--- config.mk ---
export PLATFORM = sky130hd
export DESIGN_NAME = dffram512x32_arb2
export DESIGN_NICKNAME = d
export VERILOG_FILES = /design/src/rtl/dffram512x32_arb2.sv
export SDC_FILE = /design/constraint.sdc
export NUM_CORES = 1
export LEC_CHECK = 0
export CAP_MARGIN = 10
export CORE_MARGIN = 10
export CORE_UTILIZATION = 24
export DETAILED_ROUTE_END_ITERATION = 10
export PLACE_DENSITY = 0.91
export SLEW_MARGIN = 20
export SYNTH_ARGS = -nofsm -noshare
export SYNTH_HDL_FRONTEND = slang
export SYNTH_SLANG_ARGS = --single-unit
--- constraint.sdc ---
create_clock -name CLK -period 3.5 [get_ports CLK]
set_clock_uncertainty 0.2 [all_clocks]
set_input_delay 0.525 -clock CLK [delete_from_list [all_inputs] [get_ports CLK]]
set_output_delay 0.525 -clock CLK [all_outputs]
set_load 0.05 [all_outputs]
--- src/rtl/dffram512x32_arb2.sv ---
// Two-port round-robin arbiter with burst quota in front of one 512x32 DFFRAM.
// Define DFFRAM_ARB_RDATA_REG_EN to register read data (read latency 2).
module dffram512x32_arb2 #(
    parameter int MAX_BURST = 4,
    parameter int AW        = 9,
    parameter int DW        = 32
) (
    input  logic              CLK,
    input  logic              RST_N,
    input  logic              p0_req,
    input  logic [DW/8-1:0]   p0_we,
    input  logic [AW-1:0]     p0_a,
    input  logic [DW-1:0]     p0_di,
    output logic              p0_gnt,
    output logic              p0_rvalid,
    output logic [DW-1:0]     p0_do,
    input  logic              p1_req,
    input  logic [DW/8-1:0]   p1_we,
    input  logic [AW-1:0]     p1_a,
    input  logic [DW-1:0]     p1_di,
    output logic              p1_gnt,
    output logic              p1_rvalid,
    output logic [DW-1:0]     p1_do,
    output logic              ram_en0,
    output logic [DW/8-1:0]   ram_we0,
    output logic [AW-1:0]     ram_a0,
    output logic [DW-1:0]     ram_di0,
    input  logic [DW-1:0]     ram_do0
);

    localparam logic [3:0] MAXB = 4'(MAX_BURST);

    typedef enum logic [1:0] {
        OWN_NONE = 2'd0,
        OWN_P0   = 2'd1,
        OWN_P1   = 2'd2
    } own_t;

    own_t       owner;
    logic       last_win;
    logic [3:0] cnt;

    logic       any;
    logic       pick1;
    logic       at_quota;
    logic       same_port;
    logic       rd0;
    logic       rd1;

    assign at_quota = (cnt >= MAXB);

    // Pick a winner; the burst owner keeps the RAM until its quota runs out.
    always_comb begin
        any   = 1'b0;
        pick1 = 1'b0;
        unique case ({p0_req, p1_req})
            2'b11: begin
                any = 1'b1;
                if (at_quota)
                    pick1 = ~last_win;
                else if (owner != OWN_NONE)
                    pick1 = last_win;
                else
                    pick1 = ~last_win;
            end
            2'b10: begin
                any   = 1'b1;
                pick1 = 1'b0;
            end
            2'b01: begin
                any   = 1'b1;
                pick1 = 1'b1;
            end
            default: begin
                any   = 1'b0;
                pick1 = 1'b0;
            end
        endcase
    end

    // Reset holds both grants low even while requests are up.
    assign p0_gnt = RST_N & any & ~pick1;
    assign p1_gnt = RST_N & any & pick1;

    assign ram_en0 = p0_gnt | p1_gnt;

    // Only the granted port's payload is steered onto the macro pins.
    always_comb begin
        ram_we0 = '0;
        ram_a0  = '0;
        ram_di0 = '0;
        if (p1_gnt) begin
            ram_we0 = p1_we;
            ram_a0  = p1_a;
            ram_di0 = p1_di;
        end else if (p0_gnt) begin
            ram_we0 = p0_we;
            ram_a0  = p0_a;
            ram_di0 = p0_di;
        end
    end

    assign same_port = (owner == (pick1 ? OWN_P1 : OWN_P0));

    // Track owner, last winner and the consecutive-grant counter.
    always_ff @(posedge CLK or negedge RST_N) begin
        if (!RST_N) begin
            owner    <= OWN_NONE;
            last_win <= 1'b1;
            cnt      <= 4'd0;
        end else if (!ram_en0) begin
            owner <= OWN_NONE;
            cnt   <= 4'd0;
        end else begin
            last_win <= pick1;
            owner    <= pick1 ? OWN_P1 : OWN_P0;
            if (same_port)
                cnt <= at_quota ? MAXB : cnt + 4'd1;
            else
                cnt <= 4'd1;
        end
    end

    assign rd0 = p0_gnt & (p0_we == '0);
    assign rd1 = p1_gnt & (p1_we == '0);

`ifdef DFFRAM_ARB_RDATA_REG_EN

    logic          rv0_s1;
    logic          rv1_s1;
    logic          rv0_q;
    logic          rv1_q;
    logic [DW-1:0] rdata_q;

    // Two-deep valid pipeline; macro output is captured one cycle after the read.
    always_ff @(posedge CLK or negedge RST_N) begin
        if (!RST_N) begin
            rv0_s1  <= 1'b0;
            rv1_s1  <= 1'b0;
            rv0_q   <= 1'b0;
            rv1_q   <= 1'b0;
            rdata_q <= '0;
        end else begin
            rv0_s1 <= rd0;
            rv1_s1 <= rd1;
            rv0_q  <= rv0_s1;
            rv1_q  <= rv1_s1;
            if (rv0_s1 | rv1_s1)
                rdata_q <= ram_do0;
        end
    end

    assign p0_rvalid = rv0_q;
    assign p1_rvalid = rv1_q;
    assign p0_do     = rdata_q;
    assign p1_do     = rdata_q;

`else

    logic rv0_q;
    logic rv1_q;

    // One-deep valid pipeline matching the macro's synchronous read.
    always_ff @(posedge CLK or negedge RST_N) begin
        if (!RST_N) begin
            rv0_q <= 1'b0;
            rv1_q <= 1'b0;
        end else begin
            rv0_q <= rd0;
            rv1_q <= rd1;
        end
    end

    assign p0_rvalid = rv0_q;
    assign p1_rvalid = rv1_q;
    assign p0_do     = ram_do0;
    assign p1_do     = ram_do0;

`endif

endmodule
# Word-level counts from Yosys, hierarchy flattened
# Index checks and enable logic that the tools add are counted.
# totals
reg_bits	9
input_bits	126
wordCells	38
# op_classes
n_bitwise	8
eq_ne	4
order_cmp	1
muxes	15
add_sub_neg	1
reduce_logical	4
# ops
op	n
32-bit 2-to-1 mux	2
4-bit 2-to-1 mux	5
9-bit 2-to-1 mux	2
4-bit zero test	2
1-bit bitwise AND	5
4-bit by 1-bit adder with 4-bit output, second input constant	1
2-bit == test, second input constant	2
4-bit by 3-bit >= comparator with 1-bit output, second input constant	1
2-bit 2-to-1 mux	2
1-bit 2-to-1 mux	3
3-bit OR reduction	1
2-bit by 1-bit == test with 1-bit output, second input constant	1
2-bit == test	1
1-bit inverter	2
1-bit one-hot mux with 2 select lines	1
2-bit nonzero test	1
1-bit OR	1

# Longest topological paths before layout
# Gate-level depths: netlist (run 1).
# depth
depth_word	8
mapped_depth	6
mapped_depth_nobuf	4

# Worst setup path after synthesis (run 1)
# No wires, ideal clock.
# synth_path
path_kind	register -> output
from	register cnt[3]
to	output ram_a0[2]
t_arrival_ns	1.803
n_path_buf	1
path_stages_with_launch	5
slack_ns	0.972
path_cell_list	dfrtp_1 -> o311a_1 -> nor3_2 -> buf_2 -> a22o_1
# synth_between
word_cells_on_any_way	8
cone_classes	order compare (1); mux (4); bitwise (3)
# synth_rtl
item	line_no	source
from (decl)	41	logic [3:0] cnt;
from (signal assigned)	118	cnt <= at_quota ? MAXB : cnt + 4'd1;
4-bit by 3-bit >= comparator with 1-bit output	50	assign at_quota = (cnt >= MAXB);
1-bit 2-to-1 mux	59	if (at_quota)
1-bit one-hot mux with 2 select lines	56	unique case ({p0_req, p1_req})
1-bit bitwise AND	83	assign p1_gnt = RST_N & any & pick1;
named net p1_gnt	21	output logic p1_gnt,
9-bit 2-to-1 mux	92	if (p1_gnt) begin
to (decl)	26	output logic [AW-1:0] ram_a0,
# The timed path passes the listed nets, and every way through them passes these cells.

# Worst setup path after layout (run 1)
# layout_path
from	input p1_req
to	output ram_di0[6]
# layout_between
elab_chain_len	7
word_cells_on_any_way	12
cone_classes	eq/ne (3); mux (4); bitwise (4); reduce/logical (1)
# layout_lines
item	line_no	source
from (decl)	17	input logic p1_req,
2-bit by 1-bit == test with 1-bit output or 2-bit == test (tied branches)	56	
3-bit OR reduction (no source line)	n/a	
1-bit 2-to-1 mux	56	
1-bit bitwise AND	82, 83	
1-bit bitwise AND	82	assign p0_gnt = RST_N & any & ~pick1;
32-bit 2-to-1 mux	96	end else if (p0_gnt) begin
32-bit 2-to-1 mux *	92	
to (decl)	27	output logic [DW-1:0] ram_di0,
# Every way passes the cells marked *; elsewhere a longest branch is shown, timed or not.

==> results.md, run 1 <==
- The run finished with clean final reports.
- The post-synthesis cell type with the largest combined area is buf_4.
- The total count of hold-check failures in the final report was 0.
- The post-place setup slack is 0.497 ns.
- After the flow finishes, the layout carries non-filler instances totaling 320.
- Hold repair after CTS inserted 0 buffers.
- After routing the design area is 2980 µm².
- The initial antenna violation count came to 0.
- Of all nets on the critical path, the largest fanout is 26.
- CTS built an H-tree with a depth of 1.
- For this run, the total global-route usage over all layers was measured as 0.132.
- The max-slew violation count came to 0.
- The tree is rooted in a clkbuf_8.
- Measured along the x axis, the die boundary spans 97.5 µm.
- The top achievable clock speed is 332 MHz.
- Setup repair after global routing left no endpoint under its margin.
- In the final routed layout, each cell accounts on average for 21.0 µm.
- Sorting the synthesized cells by area gives the leading types as buf_4 (34%), a22o_1 (27%), dfrtp_1 (14%), buf_6 (3.9%), mux2i_1 (2.1%).
- The count of nets after finishing is 373.
- The number of standard cells after synthesis is 168.
- After layout, the design draws a total of 0.000828 W.
- For the worst-skew pair, the clock arrives at the later sink with an insertion delay of 0.23 ns.
- Fill cells in the final layout number 523.
- The total of flip-flops plus latches after synthesis is 9.
- STA classifies the critical path endpoint as a primary output.
- Entering global routing, the biggest net connects 49 pins.
- The number of sinks handled by clock tree synthesis is 9.
- Once placement completed, the tool counted placed cells totaling 316.
- Traced cell by cell, the critical path runs through clkdlybuf4s50_1, nand2_1, nor3_4, buf_4, a22o_1, buf_12.
- The TritonCTS clock tree is yes.
- Once the clock tree was built, the resizer swapped 0 gates to a different size.
- The setup total negative slack is 0 ns.
- The tool flagged a number of max-cap violations equal to 0.
- The path type of the worst setup path is primary input to primary output.
- Dividing total power by cell area gives a power density of 278 nW/µm².
- The starting utilization of the core area is 0.245.
- Across the VDD grid, the largest voltage drop is 122 µV.
- For the worst setup path, the data required time is 2.77 ns.
- Data on the critical path arrives at its endpoint at 2.28 ns.
- TritonCTS created 3 clock buffers.
- The fraction of the cycle the final worst path needs is 0.859.
- The total area inside the core boundary comes to 5890 µm².
- The clock passes through at most 2 buffers.
- The number of setup buffers added after CTS is 0.
- The number of global-route vias before repair is 1,757.
- The yosys synthesis warning count is 0.
- Using the TritonRoute via totals, the vias-per-cell ratio works out to 4.87.
- Across all setup checks in the final design, the least slack found is 0.492 ns.
- The first routing iteration left 28 violations.
- The total number of vias is 1,558.
- The final wirelength is 6720 µm.
- The cell type of the slowest stage on the worst timing path is clkdlybuf4s50_1.
- The number of enable-type register cells in the synthesized netlist is 0.
- The sequential fraction of the synthesis area is 0.157.
- Port buffering added 143 buffers.
- The commonest cells after synthesis are buf_4 (66), a22o_1 (45), dfrtp_1 (8).
- The launching element type of the critical path is a primary input.
- The first detailed-routing pass ran for 4 iterations.
- The total congestion overflow after global routing is 0.
- The total die area is 9510 µm².
- The average cell area after synthesis is 8.59 µm².
- For this run, the leading register cell type out of synthesis is dfrtp_1.
- In this run the cell area measured after placement is 2930 µm².
- The clock transition time at the flip-flop clock pins of the worst setup and hold paths is 0.04 ns.
- The transition time at the pin with the least slew margin is 0.514 ns.
- The class of the worst hold path is primary input to async pin.
- The leakage power figure is 1.22 nW.
- The count of pins on the block boundary is 240.
- The fraction of final layout cells with drive strength greater than 1 is 0.245.
- The first-pass GRT wire length is 10,300 µm.
- The kind of cell adding the most delay to the critical path is buffers and inverters.
- The time the final worst path needs with I/O delays and setup is 3.01 ns.
- For this run, the slowest stage of the critical path takes 0.64 ns.
- In this run the tightest slew margin relative to its limit is 0.656.
- Of the post-synthesis cell area, the dominant cell type holds 0.343.
- After detailed routing, the number of remaining DRC violations is 0.
- The mapped netlist covers 1440 µm².
- The number of nets in the synthesized netlist is 295.
- The routability congestion estimate is 0.859.
- The half-perimeter wire length after placement is 5840 µm.
- The initialized floorplan defines 28 standard-cell rows.
- Once detail routing completed, the nets flagged for antenna violations numbered 0.
- The buffering stage count on the worst path with inverters included is 3.
- The count of unique library cells instantiated by Yosys is 31.
- Setup violations remaining at the end of the flow were counted as 0.
- Among all cell types in the netlist, the one instantiated most often is buf_4.
- The layout overhead on the synthesized area is 107%.
- Counting flops with an async set or reset pin after synthesis yields a share of 1.00.
- The die height is 97.5 µm.
- The number of antenna diodes in the final layout is 0.
state kept, by name, summed over array words and instances, names as in the netlist:
signal	count
owner	2
last_win	1
p1_rvalid	1
cnt	4
p0_rvalid	1
through the flow:
stage	hold WS (ns)	util
after floorplan	0.0294	-
after global placement	0.321	0.499
after detailed placement	0.326	0.499
after CTS	0.332	0.506
after global routing	0.338	0.506
final	0.336	0.506
worst reg2reg max path, stage by stage (launching register included):
cell,delay [ns]
dfrtp_1,0.46
o311a_1,0.42
nor3_4,0.18
buf_4,0.32
and2_1,0.18
placed cells by master (no fill, tap or decap), types with 2 or more instances in the layout:
cell / count
a22o_1: 45
and2_1: 2
buf_12: 48
buf_4: 4
clkbuf_8: 3
clkdlybuf4s50_1: 95
dfrtp_1: 8
inv_1: 3
mux2i_1: 3
nand2_1: 4
nand3_1: 3
nand4_1: 2
nor2b_1: 2
nor4_1: 2
o21ai_0: 2
or3_1: 2
cell families (layout without fill, tap and decap cells):
kind of cell	count (synthesis)	count (layout)	share of synthesized area
muxes	3	3	0.0208
adders and majority gates	1	1	0.00867
other	1	1	0.00260
and+or+nand+nor	22	22	0.0902
DFF	9	9	0.157
AOI/OAI and AO/OA	55	55	0.321
buffers and inverters	77	154	0.400
path summary, 6_finish.rpt:
| path | start | to | slack, ns | depth (start not counted) |
|---|---|---|---|---|
| max | p1_req | ram_di0[6] | 0.49 | 6 |
| min | RST_N | p1_rvalid | 0.34 | 1 |
| max reg2reg | cnt[3] | p1_rvalid | 1.67 | 4 |
| min reg2reg | last_win | last_win | 0.34 | 2 |
| max in group asynchronous | RST_N | owner[0] | 2.38 | 2 |
| min in group CLK | last_win | last_win | 0.34 | 2 |
routing by layer:
metal,vias up,GRT usage,share of wire
li1,710,-,-
met1,732,0.118,0.32
met2,95,0.257,0.57
met3,21,0.0562,0.094
met4,0,0.0414,0.020
met5,-,0,0
power by group:
group          switching [W]  internal, W
sequential        0.00000775     0.000112
clock              0.0000417    0.0000794
combinational       0.000282     0.000306
final cells by class:
class | count | area, µm² | area share
tap | 75 | 93.8 | 0.0315
sequential | 9 | 226 | 0.0760
inverter | 3 | 11.3 | 0.00378
clock buffer | 4 | 45.0 | 0.0151
multi-input combinational | 82 | 661 | 0.222
timing repair buffer | 147 | 1940 | 0.652
No activity file was read; power rests on OpenSTA's default activity.
==> run 2, diff against run 1 <==
--- a/config.mk
+++ b/config.mk
@@ -5,11 +5,12 @@
 export SDC_FILE = /design/constraint.sdc
 export NUM_CORES = 1
 export LEC_CHECK = 0
+export ABC_CLOCK_PERIOD_IN_PS = 2650
 export CAP_MARGIN = 10
 export CORE_MARGIN = 10
-export CORE_UTILIZATION = 24
+export CORE_UTILIZATION = 20
 export DETAILED_ROUTE_END_ITERATION = 10
-export PLACE_DENSITY = 0.91
+export PLACE_DENSITY = 0.82
 export SLEW_MARGIN = 20
 export SYNTH_ARGS = -nofsm -noshare
 export SYNTH_HDL_FRONTEND = slang
==> constraint.sdc (replaced) <==
create_clock -name CLK -period 2.65 [get_ports CLK]
set_clock_uncertainty 0.2 [all_clocks]
set_input_delay 0.3975 -clock CLK [delete_from_list [all_inputs] [get_ports CLK]]
set_output_delay 0.3975 -clock CLK [all_outputs]
set_load 0.05 [all_outputs]
==> results.md, run 2 (synthesized netlist as in run 1, its figures left out) <==
- The final total power was 0.00111 W (+34%).
- The run finished with clean final reports.
- The register-to-register setup slack is 0.91 ns (-0.76 ns).
- The number of iterations in the first detailed-routing pass is 4 (unchanged).
- The switching share of total power is 0.396 (-0.00432).
- The first-pass GRT wire length is 10,600 µm (+2.5%).
- The number of flip-flops under the largest register name was 4 (unchanged).
- The most common library cell in the layout ignoring fill and taps is clkdlybuf4s50_1.
- The number of placement rows came to 30 (+7.1%).
- The path type of the worst setup path is register to primary output.
- The post-place setup slack is 0.0658 ns (-0.432 ns).
- The H-tree depth was 1 (unchanged).
- The peak supply drop is 161 µV (+32%).
- The internal power consumption was 0.000670 W (+35%).
- The number of clock buffers inserted by TritonCTS is 3 (unchanged).
- The class of the worst hold path is primary input to async pin.
- In the finished design, the share of the clock period the worst path needs comes to 0.964.
- The time the final worst path needs with I/O delays and setup is 2.55 ns.
- The power share of the sequential group is 0.142 (-0.002).
- The cell that appears most often on the critical path is buf_12.
- The via count normalized by instance count is 4.50 (-7.5%).
- The TritonCTS clock tree is yes.
- The final wirelength came to 7190 µm (+7.0%).
- The number of max-cap violations is 0 (unchanged).
- The data arrival time at the worst-slack endpoint is 1.96 ns (-0.32 ns).
- Relative to the synthesized area, the layout overhead comes to 114%.
- The number of sinks handled by clock tree synthesis is 9 (unchanged).
- The die boundary width was 105 µm (+7.6%).
- The transition time at the pin with the least slew margin is 0.502 ns (-0.0117 ns).
- Setup repair after global routing left no endpoint under its margin.
- The number of endpoints failing setup at the final stage is 0 (unchanged).
- The delay of the slowest critical-path stage is 0.46 ns (-0.18 ns).
- The count of pins on the block boundary is 240 (unchanged).
- The die height was 105 µm (+7.6%).
- The clock transition time at the flip-flop clock pins of the worst setup and hold paths is 0.04 ns (about the same).
- The total count of hold-check failures in the final report is 0 (unchanged).
- The fraction of power consumed by combinational cells is 0.719 (+0.010).
- The number of buffers inserted by port buffering is 143 (unchanged).
- The worst endpoint required time is 2.05 ns (-0.72 ns).
- The leakage power figure is 1.25 nW (+2.7%).
- The worst setup path is captured at a primary output.
- The total number of vias came to 1,549 (-0.58%).
- The count of nets after finishing is 376 (+0.80%).
- The routability congestion estimate came to 0.850 (-1.0%).
- STA classifies the critical path startpoint as a register.
- The total congestion overflow after global routing is 0 (unchanged).
- The number of filler instances in the final layout is 644 (+23%).
- Leaving out fill and tap cells, the most frequent cells in the layout are clkdlybuf4s50_1 (95), buf_12 (51), a22o_1 (44).
- The detail-routed net length per standard cell is 20.9 µm (-0.44%).
- The count of cells along the worst register-to-register path came to 4 (unchanged).
- The post-detailed-route count of antenna-violating nets is 0 (unchanged).
- The largest registers in the layout are cnt: 4 flops, owner: 2 flops.
- The starting utilization of the core area is 0.209 (-0.0362).
- The start of the worst register-to-register path is cnt[3].
- The total global-route track usage came to 0.119 (-0.0123).
- The end of the worst register-to-register path is p1_rvalid.
- The final worst slack is 0.0965 ns (-0.395 ns).
- The antenna diode count came to 0 (unchanged).
- Walking the worst path, the cells encountered are o311a_1, nor3_4, buf_12, a22o_1, buf_12.
- The total die area is 11,000 µm² (+16%).
- The fraction of power consumed by the clock network came to 0.139 (-0.007).
- The final routed DRC violation total came to 0 (unchanged).
- The critical-path maximum fanout was 31 (+19%).
- The max-slew violation count is 0 (unchanged).
- The number of DRC markers in iteration 0 is 21 (-25%).
- The half-perimeter wire length after placement came to 6480 µm (+11%).
- The maximum clock path buffer count is 2 (unchanged).
- The power per unit of standard cell area is 359 nW/µm² (+29%).
- The fraction of final layout cells with drive strength greater than 1 is 0.266 (+0.0212).
- The cell type of the slowest stage on the worst timing path is dfrtp_1.
- The register with the most flip-flops is cnt.
- Clock tree synthesis selected as its root buffer the cell clkbuf_8.
- The setup total negative slack came to 0 ns (unchanged).
- The maximum number of pins on one net before global-route repair is 32 (-35%).
- Timing would allow up to 392 MHz.
- The number of setup buffers added after CTS is 0 (unchanged).
- The clock latency at the later pin of the worst-skew pair is 0.23 ns (about the same).
- The switching power summed over all nets is 0.000439 W (+33%).
- The initial antenna violation count came to 0 (unchanged).
- The normalized max-slew margin is 0.664 (+0.00785).
- The number of global-route vias before repair came to 1,785 (+1.6%).
- The core area came to 6910 µm² (+17%).
## run 2: worst max-delay path by stage
stage            from     endpoint  slack [ns]  cells past startpoint
2_1_floorplan  cnt[3]    ram_a0[2]        0.25                      4
3_3_place_gp    RST_N   ram_di0[0]         0.1                      6
3_5_place_dp    RST_N  ram_di0[21]        0.07                      6
4_1_cts        cnt[3]   ram_di0[0]        0.04                      5
5_1_grt        cnt[3]    ram_a0[2]        0.01                      5
6_report       cnt[3]    ram_a0[2]         0.1                      5
## run 2: layer usage
layer | wire length (µm) | share of wire | track usage
met2 | 3790 | 0.53 | 0.219
met5 | 0 | 0 | 0
met3 | 976 | 0.14 | 0.0657
met1 | 2330 | 0.32 | 0.110
met4 | 92 | 0.013 | 0.0382
## run 2: area by class of cell
class	instances	area, µm²	share of cell area
timing repair buffer	150	2010	0.650
multi-input combinational	82	677	0.219
sequential	9	226	0.0734
tap	96	120	0.0389
inverter	3	11.3	0.00365
clock buffer	4	45.0	0.0146
## run 2: power groups by stage
stage | Sequential [W] | Combinational [W] | Clock, W
floorplan | 0.000157 | 0.000599 | 0
global route | 0.000158 | 0.000827 | 0.000170
CTS | 0.000156 | 0.000805 | 0.000161
detailed placement | 0.000158 | 0.000803 | 0
global placement | 0.000157 | 0.000794 | 0
finish | 0.000158 | 0.000797 | 0.000154
## run 2: repair_timing
action / 4_1_cts / 5_1_grt
resized for setup: 0 / 4
hold buffers: 0 / 0
endpoints found under the setup margin: 0 / 21
## run 2: per-stage QoR
| stage | area (µm²) | std cells | util | hold WS (ns) |
|---|---|---|---|---|
| finish | 3090 | 344 | 0.447 | 0.341 |
| global route | 3090 | 344 | 0.447 | 0.350 |
| CTS | 3070 | 344 | 0.444 | 0.341 |
| detailed placement | 3020 | 340 | 0.437 | 0.329 |
| global placement | 3020 | 340 | 0.437 | 0.313 |
| floorplan | 1440 | 168 | - | -0.0981 |
## run 2: worst max-delay path, delay by kind of cell, from the launching register on
kind            cells  cell delay (ns)
buf+inv             2             0.37
flops               1             0.46
simple gates        1             0.24
compound gates      2             0.65
==> run 3, diff against run 2 <==
--- a/config.mk
+++ b/config.mk
@@ -10,7 +10,8 @@
 export CORE_MARGIN = 10
 export CORE_UTILIZATION = 20
 export DETAILED_ROUTE_END_ITERATION = 10
-export PLACE_DENSITY = 0.82
+export HOLD_SLACK_MARGIN = 0.06
+export PLACE_DENSITY = 0.79
 export SLEW_MARGIN = 20
 export SYNTH_ARGS = -nofsm -noshare
 export SYNTH_HDL_FRONTEND = slang
==> results.md, run 3 (synthesized netlist as in run 1, its figures left out) <==
- The register-to-register setup slack is 0.88 ns (-0.03 ns).
- The total number of vias is 1,576 (+1.7%).
- The top achievable clock speed is 388 MHz (-0.89%).
- The final worst slack was 0.0737 ns (-0.0228 ns).
- The number of clock buffers inserted by TritonCTS was 3 (unchanged).
- The area occupied by registers was 226 µm² (unchanged).
- The via count normalized by instance count is 4.58 (+1.7%).
- The peak supply drop is 156 µV (-3.6%).
- The max-slew violation count was 0 (unchanged).
- The maximum clock path buffer count is 2 (unchanged).
- The utilization after layout was 0.446 (about the same).
- The number of placement rows was 30 (unchanged).
- The worst endpoint required time is 2.05 ns (about the same).
- The startpoint of the most critical setup path is cnt[3].
- The total congestion overflow after global routing is 0 (unchanged).
- The maximum number of pins on one net before global-route repair is 26 (-19%).
- The die boundary width is 105 µm (unchanged).
- The count of nets after finishing is 376 (unchanged).
- The routability congestion estimate is 0.768 (-9.7%).
- The number of endpoints failing setup at the final stage is 0 (unchanged).
- The highest routing layer actually used is met4.
- The post-place setup slack came to 0.102 ns (+0.0364 ns).
- The launching element type of the critical path is a register.
- The multi-input combinational cell area is 666 µm² (-1.7%).
- The fraction of the cycle the final worst path needs is 0.972 (+0.00860).
- The most common library cell in the layout ignoring fill and taps is clkdlybuf4s50_1.
- The normalized max-slew margin is 0.646 (-0.0184).
- The data arrival time at the worst-slack endpoint is 1.98 ns (+0.02 ns).
- The met1 wire length is 1930 µm (-17%).
- The number of global-route vias before repair is 1,797 (+0.67%).
- The detailed route wirelength on metal3 is 961 µm (-1.5%).
- The count of pins on the block boundary is 240 (unchanged).
- The time the final worst path needs with I/O delays and setup is 2.58 ns (+0.0228 ns).
- The critical path ends at ram_a0[7].
- The post-detailed-route count of antenna-violating nets is 0 (unchanged).
- The power per unit of standard cell area is 361 nW/µm² (+0.34%).
- The worst setup path is captured at a primary output.
- The number of sinks handled by clock tree synthesis is 9 (unchanged).
- The total global-route track usage was 0.110 (-0.00915).
- The H-tree depth is 1 (unchanged).
- In this run the critical register-to-register path is captured at p1_rvalid.
- The final total power is 0.00111 W (+0.26%).
- The detailed route wirelength on metal2 came to 3560 µm (-5.9%).
- The tightest min-delay check is of the primary input to async pin type.
- The number of iterations in the first detailed-routing pass is 4 (unchanged).
- The number of buffers inserted by port buffering is 143 (unchanged).
- Clock tree synthesis selected as its root buffer the cell clkbuf_8.
- The antenna diode count came to 0 (unchanged).
- The count of cells along the worst register-to-register path came to 4 (unchanged).
- The final instance count without filler cells is 344 (unchanged).
- The final routed DRC violation total was 0 (unchanged).
- The clock latency at the later pin of the worst-skew pair came to 0.24 ns (about the same).
- The total die area is 11,000 µm² (unchanged).
- The start of the worst register-to-register path is cnt[3].
- The initial antenna violation count is 0 (unchanged).
- The detail-routed net length per standard cell is 19.0 µm (-9.1%).
- The flow ran to the end, and the final reports show no timing, DRC or antenna violations.
- The number of max-cap violations came to 0 (unchanged).
- The core area is 6910 µm² (unchanged).
- The fraction of final layout cells with drive strength greater than 1 is 0.258 (-0.00806).
- The transition time at the pin with the least slew margin is 0.529 ns (+0.0275 ns).
- The final wirelength is 6530 µm (-9.1%).
- The clock transition time at the flip-flop clock pins of the worst setup and hold paths is 0.04 ns (about the same).
- The critical-path maximum fanout is 23 (-26%).
- The number of flip-flops under the largest register name is 4 (unchanged).
- The layout overhead on the synthesized area is 114% (about the same).
- The first-pass GRT wire length is 9950 µm (-6.2%).
- The setup total negative slack was 0 ns (unchanged).
- The die height is 105 µm (unchanged).
- The largest registers in the layout are cnt: 4 flops, owner: 2 flops.
- The placed instance count came to 340 (unchanged).
- Leaving out fill and tap cells, the most frequent cells in the layout are clkdlybuf4s50_1 (95), buf_12 (52), a22o_1 (45).
- The leakage power figure is 1.25 nW (-0.25%).
- The starting utilization of the core area came to 0.209 (unchanged).
- Counting flops per register, the top entry is cnt.
- The number of DRC markers in iteration 0 is 35 (+67%).
- The half-perimeter wire length after placement is 5860 µm (-9.5%).
- The number of filler instances in the final layout is 654 (+1.6%).
- The TritonCTS clock tree is yes.
- The total count of hold-check failures in the final report is 0 (unchanged).
- The number of setup buffers added after CTS was 0 (unchanged).
- The path type of the worst setup path is register to primary output.
## run 3: through the flow
| step | area, µm² | hold slack, ns |
|---|---|---|
| 6_report | 3080 | 0.327 |
| 5_1_grt | 3080 | 0.337 |
| 4_1_cts | 3080 | 0.328 |
| 3_5_place_dp | 3030 | 0.320 |
| 3_3_place_gp | 3030 | 0.307 |
| 2_1_floorplan | 1440 | -0.0981 |
## run 3: worst max-delay path: stages, from the launching register on
cell	delay [ns]
dfrtp_1	0.47
o311a_1	0.42
nor3_4	0.27
buf_12	0.20
a22o_1	0.22
buf_12	0.15
## run 3: routing by layer
layer,global-route usage,vias to the layer above
met2,0.214,133
met1,0.0902,713
met5,0,-
met4,0.0255,0
met3,0.0706,14
li1,-,716
## run 3: repair_timing
item                                   CTS  global route
endpoints found under the hold margin    0             0
hold buffers                             0             0
gates resized for setup                  0             1
setup endpoints to repair                0            11
## run 3: layout make-up
class	instances	area share
clock buffer	4	0.0146
inverter	3	0.00365
tap	96	0.0390
sequential	9	0.0735
multi-input combinational	82	0.216
timing repair buffer	150	0.653
## run 3: how the worst min path moves through the flow
stage	end	slack, ns	start
global placement	last_win	0.31	last_win
finish	cnt[3]	0.33	RST_N
global route	cnt[3]	0.34	RST_N
detailed placement	last_win	0.32	last_win
CTS	cnt[3]	0.33	RST_N
floorplan	cnt[0]	-0.1	RST_N
## run 3: where the power goes
group	internal [W]	switching, W	total (W)
logic	0.000419	0.000373	0.000792
registers	0.000147	0.0000100	0.000157
clock network	0.000105	0.0000579	0.000163
